<file path="src/rtl/shared_bv_half_serializer_pkg.sv">
// shared_bv_pkg: common types and helpers for the shared half-word serializer.
//   state_t      - serializer FSM states (IDLE, BEAT0, BEAT1)
//   half_select  - returns the low (sel=0) or high (sel=1) half of one share.
//                  Supports half widths up to MAX_HALF_WIDTH bits.
// No ports (package). Optional feature macro used by the slice:
// SHARED_BV_SERIALIZER_REFRESH_EN.
package shared_bv_pkg;

    typedef enum logic [1:0] {
        IDLE  = 2'd0,
        BEAT0 = 2'd1,
        BEAT1 = 2'd2
    } state_t;

    localparam int unsigned MAX_HALF_WIDTH = 32;
    localparam int unsigned PAD_WIDTH      = 2 * MAX_HALF_WIDTH;

    // Operates on one share only. The caller zero-extends the share to PAD_WIDTH
    // and truncates the result to its own half width.
    function automatic logic [MAX_HALF_WIDTH-1:0] half_select(
        input logic [PAD_WIDTH-1:0] word,
        input int unsigned          half_width,
        input logic                 sel
    );
        logic [PAD_WIDTH-1:0] shifted;
        logic [PAD_WIDTH-1:0] mask;
        shifted = sel ? (word >> half_width) : word;
        mask    = {{MAX_HALF_WIDTH{1'b0}}, {MAX_HALF_WIDTH{1'b1}}} >> (MAX_HALF_WIDTH - half_width);
        shifted = shifted & mask;
        return shifted[MAX_HALF_WIDTH-1:0];
    endfunction

endpackage

</file>
<file path="src/rtl/shared_bv_half_serializer_if.sv">
// shared_bv_half_serializer_if: stream bundle between a full-width shared
// producer and a half-width shared consumer.
//   in_a        [NUM_SHARES][2*HALF_WIDTH] shared full-width word
//   in_a_valid  in_a holds a word
//   out_a_ready serializer accepts in_a this cycle
//   out_b       [NUM_SHARES][HALF_WIDTH] current shared half-word
//   out_b_valid out_b valid
//   out_b_last  second beat of a word
//   in_b_ready  downstream consumes out_b this cycle
//   in_random   [NUM_SHARES-1][HALF_WIDTH] fresh mask (SHARED_BV_SERIALIZER_REFRESH_EN only)
// Modports: master = producer/consumer side, slave = serializer side.
interface shared_bv_half_serializer_if #(
    parameter int unsigned NUM_SHARES = 2,
    parameter int unsigned HALF_WIDTH = 15
);
    logic [NUM_SHARES-1:0][2*HALF_WIDTH-1:0] in_a;
    logic                                    in_a_valid;
    logic                                    out_a_ready;
    logic [NUM_SHARES-1:0][HALF_WIDTH-1:0]   out_b;
    logic                                    out_b_valid;
    logic                                    out_b_last;
    logic                                    in_b_ready;
`ifdef SHARED_BV_SERIALIZER_REFRESH_EN
    logic [NUM_SHARES-2:0][HALF_WIDTH-1:0]   in_random;

    modport master (
        output in_a, in_a_valid, in_b_ready, in_random,
        input  out_a_ready, out_b, out_b_valid, out_b_last
    );
    modport slave (
        input  in_a, in_a_valid, in_b_ready, in_random,
        output out_a_ready, out_b, out_b_valid, out_b_last
    );
`else
    modport master (
        output in_a, in_a_valid, in_b_ready,
        input  out_a_ready, out_b, out_b_valid, out_b_last
    );
    modport slave (
        input  in_a, in_a_valid, in_b_ready,
        output out_a_ready, out_b, out_b_valid, out_b_last
    );
`endif
endinterface

</file>
<file path="src/rtl/shared_bv_half_serializer_split.sv">
// split_shared_bv: purely combinational per-share slicer.
//   word   [NUM_SHARES][2*HALF_WIDTH] input word
//   halves [2][NUM_SHARES][HALF_WIDTH] halves[0] = low halves, halves[1] = high halves
// Each share is sliced on its own; shares are never combined.
module split_shared_bv
    import shared_bv_pkg::*;
#(
    parameter int unsigned NUM_SHARES = 2,
    parameter int unsigned HALF_WIDTH = 15
) (
    input  logic [NUM_SHARES-1:0][2*HALF_WIDTH-1:0]     word,
    output logic [1:0][NUM_SHARES-1:0][HALF_WIDTH-1:0]  halves
);
    always_comb begin
        halves = '0;
        for (int unsigned i = 0; i < NUM_SHARES; i++) begin
            halves[0][i] = HALF_WIDTH'(half_select(PAD_WIDTH'(word[i]), HALF_WIDTH, 1'b0));
            halves[1][i] = HALF_WIDTH'(half_select(PAD_WIDTH'(word[i]), HALF_WIDTH, 1'b1));
        end
    end
endmodule

</file>
<file path="src/rtl/shared_bv_half_serializer.sv">
// shared_bv_half_serializer: takes one masked full-width word and emits it as
// two masked half-words on consecutive output beats (HI_FIRST picks the order).
//   in_clock    rising-edge clock
//   in_reset_n  asynchronous active-low reset
//   bus         shared_bv_half_serializer_if.slave (in_a/valid/ready, out_b/valid/last/ready)
// Optional: SHARED_BV_SERIALIZER_REFRESH_EN remasks each half with in_random
// as it is loaded into out_b; the unshared value is unchanged.
module shared_bv_half_serializer
    import shared_bv_pkg::*;
#(
    parameter int unsigned NUM_SHARES = 2,
    parameter int unsigned HALF_WIDTH = 15,
    parameter int unsigned HI_FIRST   = 0
) (
    input logic                        in_clock,
    input logic                        in_reset_n,
    shared_bv_half_serializer_if.slave bus
);
    localparam int unsigned BIT_WIDTH = 2 * HALF_WIDTH;
    localparam logic        FIRST_SEL = (HI_FIRST != 0);

    state_t                                       state;
    logic [NUM_SHARES-1:0][BIT_WIDTH-1:0]         word_q;
    logic [NUM_SHARES-1:0][BIT_WIDTH-1:0]         split_in;
    logic [1:0][NUM_SHARES-1:0][HALF_WIDTH-1:0]   halves;
    logic [NUM_SHARES-1:0][HALF_WIDTH-1:0]        load_half;
    logic [NUM_SHARES-1:0][HALF_WIDTH-1:0]        out_b_q;
    logic                                         out_b_valid_q;
    logic                                         out_b_last_q;
    logic                                         a_ready;
    logic                                         accept;
`ifdef SHARED_BV_SERIALIZER_REFRESH_EN
    logic [HALF_WIDTH-1:0]                        rnd_acc;
`endif

    assign a_ready = (state == IDLE) || ((state == BEAT1) && bus.in_b_ready);
    assign accept  = a_ready && bus.in_a_valid;

    // One splitter serves both beats: it sees the held word while advancing
    // from BEAT0, and the incoming word on every edge that can capture one.
    assign split_in = (state == BEAT0) ? word_q : bus.in_a;

    split_shared_bv #(
        .NUM_SHARES (NUM_SHARES),
        .HALF_WIDTH (HALF_WIDTH)
    ) u_split (
        .word   (split_in),
        .halves (halves)
    );

    always_comb begin
        load_half = halves[(state == BEAT0) ? ~FIRST_SEL : FIRST_SEL];
`ifdef SHARED_BV_SERIALIZER_REFRESH_EN
        // Last share absorbs the XOR of all masks so the shares still recombine
        // to the same unshared half.
        rnd_acc = '0;
        for (int unsigned j = 0; j < NUM_SHARES - 1; j++) begin
            load_half[j] = load_half[j] ^ bus.in_random[j];
            rnd_acc      = rnd_acc ^ bus.in_random[j];
        end
        load_half[NUM_SHARES-1] = load_half[NUM_SHARES-1] ^ rnd_acc;
`endif
    end

    always_ff @(posedge in_clock or negedge in_reset_n) begin
        if (!in_reset_n) begin
            state         <= IDLE;
            word_q        <= '0;
            out_b_q       <= '0;
            out_b_valid_q <= 1'b0;
            out_b_last_q  <= 1'b0;
        end else begin
            case (state)
                IDLE: begin
                    if (accept) begin
                        word_q        <= bus.in_a;
                        out_b_q       <= load_half;
                        out_b_valid_q <= 1'b1;
                        out_b_last_q  <= 1'b0;
                        state         <= BEAT0;
                    end
                end
                BEAT0: begin
                    if (bus.in_b_ready) begin
                        out_b_q      <= load_half;
                        out_b_last_q <= 1'b1;
                        state        <= BEAT1;
                    end
                end
                BEAT1: begin
                    if (bus.in_b_ready) begin
                        if (bus.in_a_valid) begin
                            word_q        <= bus.in_a;
                            out_b_q       <= load_half;
                            out_b_valid_q <= 1'b1;
                            out_b_last_q  <= 1'b0;
                            state         <= BEAT0;
                        end else begin
                            out_b_valid_q <= 1'b0;
                            out_b_last_q  <= 1'b0;
                            state         <= IDLE;
                        end
                    end
                end
                default: begin
                    state <= IDLE;
                end
            endcase
        end
    end

    assign bus.out_a_ready = a_ready;
    assign bus.out_b       = out_b_q;
    assign bus.out_b_valid = out_b_valid_q;
    assign bus.out_b_last  = out_b_last_q;
endmodule

</file>
<file path="src/flat_wrapper.sv">
// flat-port wrapper written by rule: the top's interface ports become plain ports
module shared_bv_half_serializer_flat import shared_bv_pkg::*;
#(
    parameter int unsigned NUM_SHARES = 2,
    parameter int unsigned HALF_WIDTH = 15,
    parameter int unsigned HI_FIRST   = 0
)
  (in_clock, in_reset_n, bus_in_a, bus_in_a_valid, bus_in_b_ready, bus_out_a_ready, bus_out_b, bus_out_b_valid, bus_out_b_last);
  shared_bv_half_serializer_if #(.NUM_SHARES(NUM_SHARES), .HALF_WIDTH(HALF_WIDTH)) bus_i ();
  input logic in_clock;
  input logic in_reset_n;
  input wire logic [$bits(bus_i.in_a)-1:0] bus_in_a;
  input wire logic [$bits(bus_i.in_a_valid)-1:0] bus_in_a_valid;
  input wire logic [$bits(bus_i.in_b_ready)-1:0] bus_in_b_ready;
  output wire logic [$bits(bus_i.out_a_ready)-1:0] bus_out_a_ready;
  output wire logic [$bits(bus_i.out_b)-1:0] bus_out_b;
  output wire logic [$bits(bus_i.out_b_valid)-1:0] bus_out_b_valid;
  output wire logic [$bits(bus_i.out_b_last)-1:0] bus_out_b_last;
  assign bus_i.in_a = bus_in_a;
  assign bus_i.in_a_valid = bus_in_a_valid;
  assign bus_i.in_b_ready = bus_in_b_ready;
  assign bus_out_a_ready = bus_i.out_a_ready;
  assign bus_out_b = bus_i.out_b;
  assign bus_out_b_valid = bus_i.out_b_valid;
  assign bus_out_b_last = bus_i.out_b_last;
  shared_bv_half_serializer #(.NUM_SHARES(NUM_SHARES), .HALF_WIDTH(HALF_WIDTH), .HI_FIRST(HI_FIRST)) u_core (.in_clock(in_clock), .in_reset_n(in_reset_n), .bus(bus_i));
endmodule
</file>
<file path="config.mk">
export PLATFORM = sky130hd
export DESIGN_NAME = shared_bv_half_serializer_flat
export DESIGN_NICKNAME = d
export VERILOG_FILES = /design/src/rtl/shared_bv_half_serializer_pkg.sv /design/src/rtl/shared_bv_half_serializer_if.sv /design/src/rtl/shared_bv_half_serializer_split.sv /design/src/rtl/shared_bv_half_serializer.sv /design/src/flat_wrapper.sv
export SDC_FILE = /design/constraint.sdc
export NUM_CORES = 1
export LEC_CHECK = 0
export ABC_CLOCK_PERIOD_IN_PS = 4900
export BUFFER_PORTS_ARGS = -buffer_cell sky130_fd_sc_hd__buf_2
export CORE_MARGIN = 2
export CORE_UTILIZATION = 62
export CTS_BUF_LIST = sky130_fd_sc_hd__clkbuf_2
export DETAILED_ROUTE_END_ITERATION = 16
export HOLD_SLACK_MARGIN = 0.05
export PLACE_DENSITY = 0.88
export SYNTH_ARGS = -nofsm -noshare
export SYNTH_HDL_FRONTEND = slang
export SYNTH_HIERARCHICAL = 1
export SYNTH_SLANG_ARGS = --single-unit
</file>
<file path="constraint.sdc">
create_clock -name in_clock -period 4.9 [get_ports in_clock]
set_input_delay 0.49 -clock in_clock [delete_from_list [all_inputs] [get_ports in_clock]]
set_output_delay 0.49 -clock in_clock [all_outputs]
set_load 0.01 [all_outputs]
</file>
==> flow_summary_export.csv <==
group,metric,value,unit
cells_and_area,n_antenna_cell,0,
die,pin_count,97,
critical_path,path_cells,"nor2b_4 -> buf_4 -> mux2_2 -> mux2_2 -> mux2_1",
drt,drt_iter0_markers,83,
drt,wl_per_cell,16.10,µm
drt,first_pass_iters,4,
sta,period_minus_slack,2.644,ns
drt,viasPerCell,5.416,
drt,vias,2789,
critical_path,cp.required,5.34,ns
clocking,cts.sink_count,94,
power,cellPowerDensity,579.7,mW/mm²
sta,period_share,53.97,%
die,fp.dieW,94.74,µm
critical_path,r2r-start,"u_core/state[1]$_DFFE_PN0P_",
clocking,cts_resized,0,
synthesis,synth-seq-area-share,46.08,%
global_route,grt_util_all_layers,19.72,%
sta,max_freq,0.3782,GHz
clocking,cts.htree.levels,3,
critical_path,start_kind,"flop",
clocking,cts_tree,"built",
global_route,antenna_found_initial,0,
synthesis,syn_area_per_cell,13.72,µm²
clocking,cts_buffer_depth,2,
die,design.core.area,0.008093,mm²
synthesis,synth_area,0.005105,mm²
critical_path,arrival,3.08,ns
cells_and_area,fillerInstances,630,
die,die_h,94.74,µm
cells_and_area,seqCellArea,0.002352,mm²
critical_path,max_stage_delay,0.91,ns
critical_path,cp-endpoint,"u_core/bus.out_b[29]$_DFFE_PN0P_",
run,drv_cap,0,
clocking,clk_pin_slew,0.24,ns
hold_path,hold_class,"primary input to flop",
critical_path,slowest_stage,"buf_4",
power,leakage,2.369,nW
global_route,grt_max_degree,93,
cells_and_area,syn_to_final_growth,3.333,%
cells_and_area,layout.nets,469,
status,status,"finished, final reports clean",
critical_path,cp-startpoint,"u_core/state[1]$_DFFE_PN0P_",
drt,ant_nets,0,
synthesis,ys.warnings.count,6,
critical_path,cp_common_cell,"mux2_2",
sta,slew_headroom,21.32,%
drt,wl,8.290,mm
clocking,numCtsBuffers,9,
sta,finalHoldViolations,0,
cells_and_area,multiInputGateArea,0.002181,mm²
clocking,clk_latency,0.52,ns
synthesis,netlist_instances,372,
critical_path,crit_fanout,92,
power,peakVddDrop,0.3168,mV
sta,slew_violations,0,
global_route,grt_pass1_wl,13.53,mm
drt,drcViolationCount,0,
sta,rsz0062_at_grt,"false",
die,initial_core_util,63.08,%
critical_path,rrSetupSlack,2.26,ns
global_route,grt_pass1_vias,2954,
sta,skew,0.01502,ns
critical_path,path_class,"flop to flop",
die,design.die.area,0.008976,mm²
sta,worst_slew_pin_slew,1.180,ns
sta,setup_viol,0,
placement,place.port_buffers,96,
cells_and_area,final_util,65.18,%
sta,setup_tns,0,ns
critical_path,endpoint_kind,"flop",
clocking,clockRootBuffer,"clkbuf_2",
synthesis,synth_nets,436,
placement,hpwl,5.730,mm
synthesis,ys_types,15,
die,rows,33,
global_route,grt_overflow_total,0,
placement,gp_congestion,0.7194,
synthesis,ys_ff_latch,94,
critical_path,r2r_end,"u_core/bus.out_b[29]$_DFFE_PN0P_",
critical_path,r2r_cells,5,
cells_and_area,drive_gt1_share,55.12,%
==> synthesized netlist by cell type <==
| library cell | instances | area, µm² |
|---|---|---|
| nand3b_1 | 1 | 7.510 |
| dfrtp_1 | 94 | 2352 |
| mux2_4 | 12 | 180.2 |
| nor2_1 | 2 | 7.510 |
| buf_6 | 3 | 33.78 |
| nand2b_1 | 2 | 12.51 |
| buf_4 | 66 | 495.5 |
| nor2b_1 | 3 | 18.77 |
| mux2_2 | 97 | 1092 |
| buf_2 | 10 | 50.05 |
| mux2_1 | 71 | 799.5 |
| o21ai_0 | 3 | 15.01 |
| nand2_1 | 6 | 22.52 |
| a22o_1 | 1 | 8.760 |
| nor2b_2 | 1 | 8.760 |
==> worst min-delay path by stage <==
stage	from	endpoint	slack (ns)	cells past startpoint
finish	bus_in_a[9]	u_core/word_q[9]$_DFFE_PN0P_	0.18	2
CTS	bus_in_a[5]	u_core/word_q[5]$_DFFE_PN0P_	0.12	2
global placement	u_core/bus.out_b[19]$_DFFE_PN0P_	u_core/bus.out_b[19]$_DFFE_PN0P_	0.46	1
detailed placement	u_core/bus.out_b[19]$_DFFE_PN0P_	u_core/bus.out_b[19]$_DFFE_PN0P_	0.47	1
global route	bus_in_a[24]	u_core/word_q[24]$_DFFE_PN0P_	0.12	2
floorplan	in_reset_n	u_core/bus.out_b[0]$_DFFE_PN0P_	0.19	0
==> critical path, delay by kind of cell, from the launching register on <==
kind          cells  cell delay [ns]
simple gates      1             0.14
mux               3             0.97
buf+inv           1             0.91
flops             1             0.52
==> placed cells by master (no fill, tap or decap), drive strengths merged <==
cell	Yosys	routed
mux2	180	180
buf	79	100
dfrtp	94	94
clkbuf	0	10
nand2	6	6
nor2b	4	4
o21ai	3	3
clkinv	0	3
clkinvlp	0	2
nor2	2	2
nand2b	2	2
inv	0	1
dlygate4sd3	0	1
a22o	1	1
nand3b	1	1
==> routing by layer <==
layer / global-route usage (%) / part of all wire, %
met1: 24.22 / 41
met2: 33.27 / 51
met3: 4.948 / 5.9
met4: 8.092 / 1.4
met5: 0 / 0
==> stage by stage <==
step | area (µm²) | cells | worst slack (ns) | hold WS, ns | power (mW)
finish | 5275 | 515 | 2.256 | 0.1762 | 3.058
global route | 5275 | 515 | 2.101 | 0.1197 | 3.287
CTS | 5275 | 515 | 2.256 | 0.1221 | 3.102
detailed placement | 5177 | 498 | 2.273 | 0.4745 | 2.784
global placement | 5177 | 498 | 2.359 | 0.4645 | 2.696
floorplan | 5105 | 372 | 2.790 | 0.1944 | 2.699
==> where the power goes <==
group | total [mW] | switching (mW) | leakage (nW) | internal [mW]
clock | 0.321 | 0.254 | 0.0557 | 0.0671
combinational | 1.39 | 0.569 | 1.22 | 0.825
sequential | 1.34 | 0.188 | 1.10 | 1.16
total | 3.06 | 1.01 | 2.37 | 2.05
==> state kept, by name, summed over array words and instances, names as in the netlist <==
signal and flops:
u_core/word_q 60, u_core/bus.out_b_last 1, u_core/bus.out_b_valid 1, u_core/state 2
u_core/bus.out_b 30
==> repair_timing <==
action / in CTS / in global routing
setup buffers: 0 / 0
hold buffers: 1 / 0
hold endpoints to repair: 47 / 0
==> cells by family (layout without fill, tap and decap cells) <==
logic type             count (synthesis)  count (layout)  synth area share (%)
DFF                                   94              94                 46.08
AOI/OAI and AO/OA                      4               4                0.4656
muxes                                180             180                 40.59
and+or+nand+nor                       15              15                 1.520
buffers and inverters                 79             117                 11.35
==> area by class of cell <==
cell class,count,share of cell area (%)
sequential,94,44.59
multi-input combinational,199,41.34
timing repair buffer,101,9.915
clock buffer,10,0.9488
tap,105,2.491
clock inverter,6,0.7116
Note: power is estimated with default switching activity, not from simulation.
